File: config.mk
export PLATFORM = sky130hd
export DESIGN_NAME = imem_arbiter
export DESIGN_NICKNAME = d
export VERILOG_FILES = /design/src/rtl/imem_arbiter.sv
export SDC_FILE = /design/constraint.sdc
export NUM_CORES = 1
export LEC_CHECK = 0
export CAP_MARGIN = 30
export CORE_UTILIZATION = 40
export CTS_CLUSTER_SIZE = 28
export DETAILED_ROUTE_END_ITERATION = 10
export DONT_BUFFER_PORTS = 1
export PLACE_DENSITY = 0.61
export SETUP_SLACK_MARGIN = 0.3
export SLEW_MARGIN = 20
export SYNTH_ARGS = -nofsm -noshare
export SYNTH_HDL_FRONTEND = slang
export SYNTH_SLANG_ARGS = --single-unit
File: constraint.sdc
create_clock -name clk -period 3.8 [get_ports clk]
set_input_delay 0.76 -clock clk [delete_from_list [all_inputs] [get_ports clk]]
set_output_delay 0.76 -clock clk [all_outputs]
set_load 0.1 [all_outputs]
File: src/rtl/imem_arbiter.sv
// Two-requester arbiter (round-robin or fixed priority) in front of a shared instruction ROM.
// One read in flight: accept -> READ -> HOLD; the response is held until rsp_ready, and no request is accepted while busy.
module imem_arbiter #(
  parameter int ADDR_W     = 10,
  parameter int DATA_W     = 32,
  parameter int FIXED_PRIO = 0
) (
  input  logic              clk,
  input  logic              reset,
  input  logic              req0_valid,
  input  logic [ADDR_W-1:0] req0_addr,
  output logic              req0_ready,
  input  logic              req1_valid,
  input  logic [ADDR_W-1:0] req1_addr,
  output logic              req1_ready,
  output logic [ADDR_W-1:0] mem_addr,
  input  logic [DATA_W-1:0] mem_dout,
  output logic              rsp_valid,
  output logic              rsp_id,
  output logic [DATA_W-1:0] rsp_data,
  input  logic              rsp_ready,
  output logic              busy,
  output logic [15:0]       grant_cnt0,
  output logic [15:0]       grant_cnt1
);

  typedef enum logic [1:0] {IDLE = 2'd0, READ = 2'd1, HOLD = 2'd2} state_t;

  state_t state;
  logic   last_grant;
  logic   cur_id;
  logic   grant_id;
  logic   accept;

  always_comb begin
    grant_id = 1'b0;
    if (req0_valid && req1_valid)
      grant_id = (FIXED_PRIO != 0) ? 1'b0 : ~last_grant;
    else if (req1_valid)
      grant_id = 1'b1;
  end

  // Ready is gated by reset so a handshake can never slip through a reset cycle.
  assign accept     = (state == IDLE) && !reset && (req0_valid || req1_valid);
  assign req0_ready = accept && !grant_id;
  assign req1_ready = accept && grant_id;
  assign busy       = (state != IDLE);

  always_ff @(posedge clk) begin
    if (reset) begin
      state      <= IDLE;
      rsp_valid  <= 1'b0;
      rsp_id     <= 1'b0;
      rsp_data   <= '0;
      mem_addr   <= '0;
      cur_id     <= 1'b0;
      last_grant <= 1'b1;
      grant_cnt0 <= 16'd0;
      grant_cnt1 <= 16'd0;
    end else begin
      case (state)
        IDLE: begin
          if (accept) begin
            mem_addr   <= grant_id ? req1_addr : req0_addr;
            cur_id     <= grant_id;
            last_grant <= grant_id;
            if (!grant_id && grant_cnt0 != 16'hFFFF) grant_cnt0 <= grant_cnt0 + 16'd1;
            if (grant_id && grant_cnt1 != 16'hFFFF)  grant_cnt1 <= grant_cnt1 + 16'd1;
            state <= READ;
          end
        end
        READ: begin
          rsp_data  <= mem_dout;
          rsp_id    <= cur_id;
          rsp_valid <= 1'b1;
          state     <= HOLD;
        end
        HOLD: begin
          if (rsp_ready) begin
            rsp_valid <= 1'b0;
            state     <= IDLE;
          end
        end
        default: state <= IDLE;
      endcase
    end
  end

endmodule
==> flow_metrics.env <==
export IMPL_slew_viol_final=0
export IMPL_end_kind="output port"
export IMPL_switchingPower_mw=0.7397
export IMPL_num_vias=2795
export IMPL_post_cts_buffers=0
export IMPL_required_ns=3.04
export IMPL_clock_sinks=80
export IMPL_wl_microns=7618
export IMPL_hold_buffers=0
export IMPL_clkTransAtPathRegs_ns=0.08
export IMPL_yosys_warnings=0
export IMPL_syn_cell_area_sq_mm=0.003406
export IMPL_pwr_share_seq_pct=61.2
export IMPL_cts_buffers=9
export IMPL_finalClockSkew_ns=0.01372
export IMPL_die_x_microns=94.28
export IMPL_htreeDepth=3
export IMPL_worstHoldEndpoint="rsp_id"
export IMPL_nets=482
export IMPL_crit_buf_inv=1
export IMPL_p_comb_share_pct=9.0
export IMPL_ys_seq_elements=80
export IMPL_cts_tree="built"
export IMPL_slew_headroom_pct=31.57
export IMPL_yosys_area_top_type="dfxtp_1"
export IMPL_cts_resized=0
export IMPL_finalSetupTns_ns=0
export IMPL_finalCritPeriodShare_pct=73.45
export IMPL_hold_depth=2
export IMPL_maxCapViolations=0
export IMPL_r2r_start="grant_cnt0[1]"
export IMPL_post_synth_num_cell_types=39
export IMPL_drt_iter0_drc=96
export IMPL_synth_nets=454
export IMPL_dp_hpwl_microns=5138
export IMPL_wl_per_cell_microns=14.29
export IMPL_diodes=0
export IMPL_grt_util_all_layers_pct=16.86
export IMPL_die_area_sq_mm=0.008888
export IMPL_synth_most_common_cell="dfxtp_1"
export IMPL_hp_start="cur_id"
export IMPL_gr_total_overflow=0
export IMPL_peakVddDrop_mv=0.1809
export IMPL_dp_slack_ns=1.035
export IMPL_grt_start_max_net_pins=83
export IMPL_cts_buffer_depth=2
export IMPL_critPathMaxStageDelay_ns=0.69
export IMPL_initial_utilization_pct=41.45
export IMPL_root_buffer="clkbuf_8"
export IMPL_rows=33
export IMPL_antenna_found_initial=0
export IMPL_drc=0
export IMPL_final_hold_viol_count=0
export IMPL_finalSetupViolations=0
export IMPL_yosys_area_top_type_share_pct=47.02
export IMPL_fin_cells=533
export IMPL_ys_async_sr_fraction_pct=0
export IMPL_r2r_end="grant_cnt0[14]"
export IMPL_vias_per_cell=5.244
export IMPL_power_leakage_nw=1.371
export IMPL_synth_edf_count=0
export IMPL_hold_class="reg -> reg"
export IMPL_clkPwrFrac_pct=29.8
export IMPL_clock_latency_ns=0.34
export IMPL_grt_pass1_wl_microns=11710
export IMPL_layout_min_cycle_time_ns=2.791
export IMPL_p_total_mw=1.917
export IMPL_status="completed"
export IMPL_place_inst=515
export IMPL_avgSynthCellArea_sq_um=8.622
export IMPL_p_int_mw=1.178
export IMPL_grt_pass1_vias=2489
export IMPL_postSynthCellCount=395
export IMPL_gp_congestion=0.7480
export IMPL_max_freq_ghz=0.3583
export IMPL_drive_above_1_share_pct=16.36
export IMPL_rsz0062_at_grt="no"
export IMPL_worst_pin_slew_ns=1.025
export IMPL_synthToLayoutAreaGrowth_pct=16.16
export IMPL_critPathKind="reg -> out"
export IMPL_ys_flop_type="dfxtp_1"
export IMPL_die_h_microns=94.28
export IMPL_synth_area_leaders="dfxtp_1, nand2_1, xnor2_1"
export IMPL_yosysSeqAreaShare_pct=47.02
export IMPL_crit_path_cell_trace="nor3_4, nand3_4, inv_1"
export IMPL_cp_top_family="buffers and inverters"
export IMPL_crit_fanout=17
export IMPL_setup_ws_ns=1.009
export IMPL_synth_common_cells="dfxtp_1, nand2_1, nor2_1"
export IMPL_cp_start_kind="flip-flop"
export IMPL_switching_share_pct=38.58
export IMPL_drt_pass1_iter_count=4
export IMPL_io_pins=136
export IMPL_pwr_density_cell_mw_per_mm2=484.6
export IMPL_core_sq_mm=0.008217
export IMPL_ant_nets=0
export IMPL_rr_worst_depth=6
export IMPL_critPathSlowestCell="inv_1"
export IMPL_r2r_slack_ns=1.74
export IMPL_io_buffers=0
export IMPL_cp_arrival_ns=2.03
## final cells by class
class	instances	area [sq um]
clock inverters	7	55.05
repair buffers	39	325.3
fillers	776	4260
inverters	3	11.26
multi-input cells	290	1708
clock buffers	9	123.9
well taps	105	131.4
flip-flops and latches	80	1602
## metrics by stage
step | util [%] | hold slack [ns] | instance area, sq um
2_1_floorplan | - | 0.4323 | 3406
3_3_place_gp | 45.18 | 0.4591 | 3712
3_5_place_dp | 45.59 | 0.4629 | 3746
4_1_cts | 47.77 | 0.4538 | 3925
5_1_grt | 48.15 | 0.4455 | 3956
6_report | 48.15 | 0.4748 | 3956
## how the worst max path moves through the flow
| stage | cells after the start | endpoint | from |
|---|---|---|---|
| finish | 3 | req0_ready | state[1] |
| global route | 3 | req0_ready | state[1] |
| CTS | 3 | req0_ready | state[1] |
| detailed placement | 3 | req0_ready | reset |
| global placement | 3 | req0_ready | reset |
| floorplan | 5 | req0_ready | reset |
## layout by cell type (no fill, tap or decap), types with 8 or more instances in the layout
cell type  synthesis  final
buf_4              0     35
nand3_1            8      8
clkbuf_8           0      9
a21oi_1           40     40
nor4_1             9      9
mux2i_1           11     11
a211oi_1          13     13
nand2_1           75     75
nand4_1            9      9
nor2_1            49     49
xnor2_1           27     27
dfxtp_1           80     80
## power by group through the flow
stage          Sequential (mW)  Combinational (mW)  Clock [mW]
3_3_place_gp              1.19               0.169           0
3_5_place_dp              1.19               0.173           0
6_report                  1.17               0.172       0.571
2_1_floorplan             1.20               0.141           0
5_1_grt                   1.18               0.190       0.638
4_1_cts                   1.17               0.174       0.601
## worst register-to-register path: stages, from the launching register on
cell	delay [ns]
dfxtp_1	0.31
buf_4	0.30
ha_1	0.26
nand4_1	0.14
or2_1	0.32
or4_1	0.48
a21oi_1	0.16
## registers in the layout, summed over array words and instances, names as in the netlist, 2 cells and up
register	flops
grant_cnt0	16
grant_cnt1	16
mem_addr	10
rsp_data	32
state	2
## per-layer routing
layer | share of wire [%] | GRT usage (%) | wire length [microns] | up-vias
li1 | - | - | - | 1409
met1 | 44 | 20.04 | 3382 | 1292
met4 | 1.4 | 7.949 | 104 | 0
met5 | 0 | 0 | 0 | -
met2 | 47 | 27.29 | 3610 | 88
met3 | 6.8 | 5.421 | 521 | 6
## cells by family after synthesis
group | after synthesis | share of synthesized area, %
AOI/OAI and AO/OA | 60 | 10.29
xor gates and xnor gates | 27 | 6.944
muxes | 11 | 3.233
adders and majority gates | 2 | 0.7346
and+or+nand+nor | 190 | 28.69
DFF | 80 | 47.02
buffers and inverters | 25 | 3.086
Power figures use the tool's default switching activity.
